$ cat src/rtl/fwd_pkg.sv
// Shared encodings for the EX forwarding / load-use hazard unit.
package fwd_pkg;

   localparam logic [1:0] FWD_RF  = 2'd0;
   localparam logic [1:0] FWD_MEM = 2'd1;
   localparam logic [1:0] FWD_WB  = 2'd2;

   localparam int unsigned STALL_CNT_W = 16;
   localparam int unsigned LAT_CNT_W   = 2;

   typedef enum logic {
      IDLE  = 1'b0,
      STALL = 1'b1
   } state_t;

endpackage

$ cat src/rtl/fwd_select.sv
// One EX operand's forwarding select: MEM result wins over WB, r0 never forwarded.
module fwd_select
   import fwd_pkg::*;
#(
   parameter int unsigned REG_AW = 5
) (
   input  logic [REG_AW-1:0] exSrc,
   input  logic              memRegWrite,
   input  logic [REG_AW-1:0] memWriteReg,
   input  logic              wbRegWrite,
   input  logic [REG_AW-1:0] wbWriteReg,
   output logic [1:0]        fwdSel
);

   always_comb begin
      fwdSel = FWD_RF;
      if (memRegWrite && (memWriteReg != '0) && (memWriteReg == exSrc))
         fwdSel = FWD_MEM;
      else if (wbRegWrite && (wbWriteReg != '0) && (wbWriteReg == exSrc))
         fwdSel = FWD_WB;
   end

endmodule

$ cat src/rtl/fwd_hazard_unit.sv
// EX forwarding selects plus load-use stall FSM with flush override and stall counter.
// Optional ID-stage branch forwarding/hazard enabled by `define FWD_BRANCH_ID_EN.
module fwd_hazard_unit
   import fwd_pkg::*;
#(
   parameter int unsigned REG_AW   = 5,
   parameter int unsigned NUM_SRC  = 2,
   parameter int unsigned LOAD_LAT = 1
) (
   input  logic                        Clk,
   input  logic                        Rst_n,
   input  logic [NUM_SRC*REG_AW-1:0]   ID_Src,
   input  logic [NUM_SRC-1:0]          ID_SrcUsed,
   input  logic [NUM_SRC*REG_AW-1:0]   EX_Src,
   input  logic                        EX_MemRead,
   input  logic                        EX_RegWrite,
   input  logic [REG_AW-1:0]           EX_WriteReg,
   input  logic                        MemRegWrite,
   input  logic [REG_AW-1:0]           MemWriteReg,
   input  logic                        WBRegWrite,
   input  logic [REG_AW-1:0]           WBWriteReg,
   input  logic                        Flush,
`ifdef FWD_BRANCH_ID_EN
   input  logic                        ID_Branch,
   input  logic                        Mem_MemRead,
   output logic [NUM_SRC-1:0]          BrFwdSel,
`endif
   output logic [2*NUM_SRC-1:0]        FwdSel,
   output logic                        PCWrite,
   output logic                        IFIDWrite,
   output logic                        IDEXBubble,
   output logic [STALL_CNT_W-1:0]      StallCount
);

   localparam logic [LAT_CNT_W-1:0] CNT_INIT =
      LAT_CNT_W'((LOAD_LAT > 1) ? (LOAD_LAT - 2) : 0);

   state_t                 state, stateNext;
   logic [LAT_CNT_W-1:0]   cnt, cntNext;
   logic                   loadHit;
   logic                   branchHaz;
   logic                   stall;

   for (genvar g = 0; g < NUM_SRC; g++) begin : g_sel
      fwd_select #(.REG_AW(REG_AW)) u_sel (
         .exSrc       (EX_Src[g*REG_AW +: REG_AW]),
         .memRegWrite (MemRegWrite),
         .memWriteReg (MemWriteReg),
         .wbRegWrite  (WBRegWrite),
         .wbWriteReg  (WBWriteReg),
         .fwdSel      (FwdSel[2*g +: 2])
      );
   end

   // Load in EX whose destination is read by the instruction in ID.
   always_comb begin
      logic srcHit;
      srcHit = 1'b0;
      for (int unsigned i = 0; i < NUM_SRC; i++) begin
         if (ID_SrcUsed[i] && (ID_Src[i*REG_AW +: REG_AW] == EX_WriteReg))
            srcHit = 1'b1;
      end
      loadHit = EX_MemRead && EX_RegWrite && (EX_WriteReg != '0) && srcHit;
   end

`ifdef FWD_BRANCH_ID_EN
   // Branch compares in ID: forward from MEM, stall on EX result or MEM load.
   always_comb begin
      BrFwdSel  = '0;
      branchHaz = 1'b0;
      for (int unsigned i = 0; i < NUM_SRC; i++) begin
         if (MemRegWrite && (MemWriteReg != '0) &&
             (MemWriteReg == ID_Src[i*REG_AW +: REG_AW])) begin
            BrFwdSel[i] = 1'b1;
            if (Mem_MemRead && ID_Branch)
               branchHaz = 1'b1;
         end
         if (ID_Branch && EX_RegWrite && (EX_WriteReg != '0) &&
             (EX_WriteReg == ID_Src[i*REG_AW +: REG_AW]))
            branchHaz = 1'b1;
      end
   end
`else
   assign branchHaz = 1'b0;
`endif

   always_ff @(posedge Clk or negedge Rst_n) begin
      if (!Rst_n) begin
         state <= IDLE;
         cnt   <= '0;
      end else begin
         state <= stateNext;
         cnt   <= cntNext;
      end
   end

   // The first bubble is raised from IDLE; STALL supplies the remaining LOAD_LAT-1.
   always_comb begin
      stateNext = state;
      cntNext   = cnt;
      stall     = 1'b0;
      case (state)
         IDLE: begin
            if (!Flush && (loadHit || branchHaz)) begin
               stall = 1'b1;
               if (loadHit && (LOAD_LAT > 1)) begin
                  stateNext = STALL;
                  cntNext   = CNT_INIT;
               end
            end
         end
         STALL: begin
            if (Flush) begin
               stateNext = IDLE;
            end else begin
               stall = 1'b1;
               if (cnt == '0)
                  stateNext = IDLE;
               else
                  cntNext = cnt - LAT_CNT_W'(1);
            end
         end
         default: stateNext = IDLE;
      endcase
      if (!Rst_n)
         stall = 1'b0;
   end

   assign PCWrite    = !stall;
   assign IFIDWrite  = !stall;
   assign IDEXBubble = stall;

   always_ff @(posedge Clk or negedge Rst_n) begin
      if (!Rst_n)
         StallCount <= '0;
      else if (stall && (StallCount != '1))
         StallCount <= StallCount + STALL_CNT_W'(1);
   end

endmodule

$ cat config.mk
export PLATFORM = sky130hd
export DESIGN_NAME = fwd_hazard_unit
export DESIGN_NICKNAME = d
export VERILOG_FILES = /design/src/rtl/fwd_pkg.sv /design/src/rtl/fwd_select.sv /design/src/rtl/fwd_hazard_unit.sv
export SDC_FILE = /design/constraint.sdc
export NUM_CORES = 1
export LEC_CHECK = 0
export ABC_CLOCK_PERIOD_IN_PS = 5300
export BUFFER_PORTS_ARGS = -buffer_cell sky130_fd_sc_hd__buf_2
export CORE_ASPECT_RATIO = 1.75
export CORE_MARGIN = 2
export CORE_UTILIZATION = 40
export DETAILED_ROUTE_END_ITERATION = 12
export PLACE_DENSITY = 0.72
export RECOVER_POWER = 25
export SLEW_MARGIN = 30
export SYNTH_ARGS = -nofsm -noshare
export SYNTH_HDL_FRONTEND = slang
export SYNTH_SLANG_ARGS = --single-unit
export TNS_END_PERCENT = 5
$ cat constraint.sdc
create_clock -name Clk -period 5.3 [get_ports Clk]
set_input_delay 1.325 -clock Clk [delete_from_list [all_inputs] [get_ports Clk]]
set_output_delay 1.325 -clock Clk [all_outputs]
set_load 0.005 [all_outputs]
==> results.sh <==
export IMPL_final_max_slew_viol_count=0
export IMPL_ant_nets=0
export IMPL_hp_class="reg -> reg"
export IMPL_grt_max_degree=21
export IMPL_worstPathArrival_ns=2.79
export IMPL_worst_slew_pin_transition_ns=1.026
export IMPL_cap_viol_max_count=0
export IMPL_place_gp_congestion=0.8206
export IMPL_clk_latency_ns=0.26
export IMPL_endpoint="IDEXBubble"
export IMPL_syn_inst=137
export IMPL_coreArea_sq_mm=0.003142
export IMPL_clkPwrFrac=0.315
export IMPL_vias=1229
export IMPL_chipHeight_um=79.42
export IMPL_antenna_found_initial=0
export IMPL_cts_hold_buf=0
export IMPL_overflow=0
export IMPL_cts_htree_levels=1
export IMPL_r2r_end="StallCount[14]"
export IMPL_final_util=0.5440
export IMPL_cts_buffers=3
export IMPL_nets=252
export IMPL_finalInstanceArea_sq_mm=0.001709
export IMPL_diodes=0
export IMPL_finalHoldViolations=0
export IMPL_cts_root_buf="clkbuf_8"
export IMPL_clkTransAtPathRegs_ns=0.06
export IMPL_rows=27
export IMPL_syn_nets=183
export IMPL_start_kind="input port"
export IMPL_dieWidth_um=47.10
export IMPL_p_seq_frac=0.484
export IMPL_final_cell_mix="65 x buf_2, 27 x xnor2_1, 19 x dfrtp_1, 18 x xor2_1"
export IMPL_area_growth_synth_to_final_pct=31.47
export IMPL_power_density_mw_per_mm2=187.3
export IMPL_rr_worst_depth=7
export IMPL_comb_power_share=0.201
export IMPL_cts_tree="yes"
export IMPL_fin_crit_sh=0.7759
export IMPL_syn_area_sq_mm=0.001300
export IMPL_drt_iter0_drc=17
export IMPL_pin_count=67
export IMPL_post_cts_buffers=0
export IMPL_via_per_inst=4.956
export IMPL_p_leak_nw=0.8778
export IMPL_fin_crit_ns=4.112
export IMPL_hold_ws_ns=0.4894
export IMPL_cp_startpoint="Rst_n"
export IMPL_tns_ns=0
export IMPL_avgSynthCellArea_sq_um=9.489
export IMPL_wl_per_cell_um=12.57
export IMPL_cp_max_fo=20
export IMPL_start_util=0.4138
export IMPL_placed_cell_area_sq_mm=0.001665
export IMPL_post_dp_hpwl_um=2590
export IMPL_setup_viol=0
export IMPL_layout_commonest_cell="buf_2"
export IMPL_cts_sinks=19
export IMPL_grt_use_total=0.1828
export IMPL_ff2ff_setup_slack_ns=3.13
export IMPL_power_internal_mw=0.2370
export IMPL_fmax_mhz=243.2
export IMPL_rr_startpoint="StallCount[0]"
export IMPL_drive_gt1_frac=0.3512
export IMPL_ir_worst_vdd_mv=0.1729
export IMPL_ys_types=30
export IMPL_crit_required_ns=3.97
export IMPL_worstSetupPathType="in -> out"
export IMPL_grt_pass1_vias=1200
export IMPL_die_area_sq_mm=0.003740
export IMPL_synth_seq_cells=19
export IMPL_p_sw_frac=0.2594
export IMPL_drc_errors=0
export IMPL_slew_headroom=0.3162
export IMPL_synth_warnings=0
export IMPL_skew_ns=0.005604
export IMPL_dr_pass1_iters=4
export IMPL_port_buffers=66
export IMPL_p_switching_mw=0.08301
export IMPL_status="completed"
export IMPL_grt_setup_unrepaired="false"
export IMPL_post_cts_resized=0
export IMPL_synth_seq_area_share=0.3657
export IMPL_total_power_mw=0.3200
export IMPL_grt_pass1_wl_um=5133
export IMPL_routed_wl_um=3118
export IMPL_cts_path_max_buffers=2
export IMPL_end_kind="output port"
==> kinds of logic (layout without fill, tap and decap cells) <==
| group | after synthesis | in the layout | share of synthesized area |
|---|---|---|---|
| AND/OR/NAND/NOR | 53 | 53 | 0.2185 |
| XOR/XNOR | 45 | 45 | 0.3032 |
| flip-flops | 19 | 19 | 0.3657 |
| AO/OA/AOI/OAI | 10 | 10 | 0.05679 |
| buffers and inverters | 7 | 75 | 0.02888 |
| adder cells (fa/ha/maj) | 2 | 2 | 0.01925 |
| multiplexers | 1 | 1 | 0.007700 |
==> stage by stage <==
step	setup WS (ns)	instances
2_1_floorplan	1.523	137
3_3_place_gp	1.295	244
3_5_place_dp	1.271	244
4_1_cts	1.271	248
5_1_grt	0.9316	248
6_report	1.188	248
==> routing by layer <==
metal,global-route usage,share of wire,vias to the layer above
met5,0,0,-
met3,0.02489,0.059,4
li1,-,-,608
met1,0.2291,0.39,568
met2,0.3151,0.55,49
met4,0.04722,0.0093,0
==> critical path, cell delays in order <==
cell	delay (ns)
clkbuf_1	0.74
nand2b_1	0.21
or2_2	0.36
inv_1	0.05
buf_2	0.10
==> state kept, by name (all words and copies together) (netlist names) <==
register / flops
state: 1
cnt: 2
StallCount: 16
==> layout make-up <==
cell class	count	area [sq um]
flip-flops and latches	19	475.5
repair buffers	66	329.1
inverters	5	18.77
multi-input cells	111	787.0
clock buffers	4	45.04
well taps	43	53.80
fillers	313	1433
==> cell usage after synthesis <==
master    instances  area (sq um)
xnor2_1          27         236.5
dfrtp_1          19         475.5
xor2_1           18         157.7
nand2_1          10         37.54
nand3_1          10         50.05
nor2_1            6         22.52
and3_1            5         31.28
inv_1             5         18.77
nand4_1           5         31.28
nor4_1            4         25.02
or4_1             4         30.03
nor3_1            3         15.01
a21oi_1           2         10.01
ha_1              2         25.02
o21ai_0           2         10.01
a31oi_1           1         6.260
and2_1            1         6.260
and2b_2           1         8.760
and3_2            1         7.510
buf_4             1         7.510
buf_6             1         11.26
mux2i_1           1         10.01
nand2b_1          1         6.260
o211a_1           1         10.01
o211ai_2          1         12.51
o221ai_1          1         8.760
o22ai_1           1         6.260
o311a_1           1         10.01
or2_2             1         6.260
or3_1             1         6.260
==> power groups by stage <==
stage	Combinational (mW)	Sequential [mW]	Clock, mW
after floorplan	0.0309	0.157	0
after global routing	0.0731	0.155	0.108
final	0.0644	0.155	0.101
after CTS	0.0654	0.155	0.101
after global placement	0.0639	0.157	0
after detailed placement	0.0650	0.158	0
==> worst min path at each step <==
stage | cells past startpoint | end | start
2_1_floorplan | 1 | StallCount[15] | StallCount[15]
5_1_grt | 1 | StallCount[8] | StallCount[8]
3_5_place_dp | 1 | StallCount[15] | StallCount[15]
4_1_cts | 1 | StallCount[15] | StallCount[15]
3_3_place_gp | 1 | StallCount[8] | StallCount[8]
6_report | 1 | StallCount[15] | StallCount[15]
(Power assumes the default switching activity.)
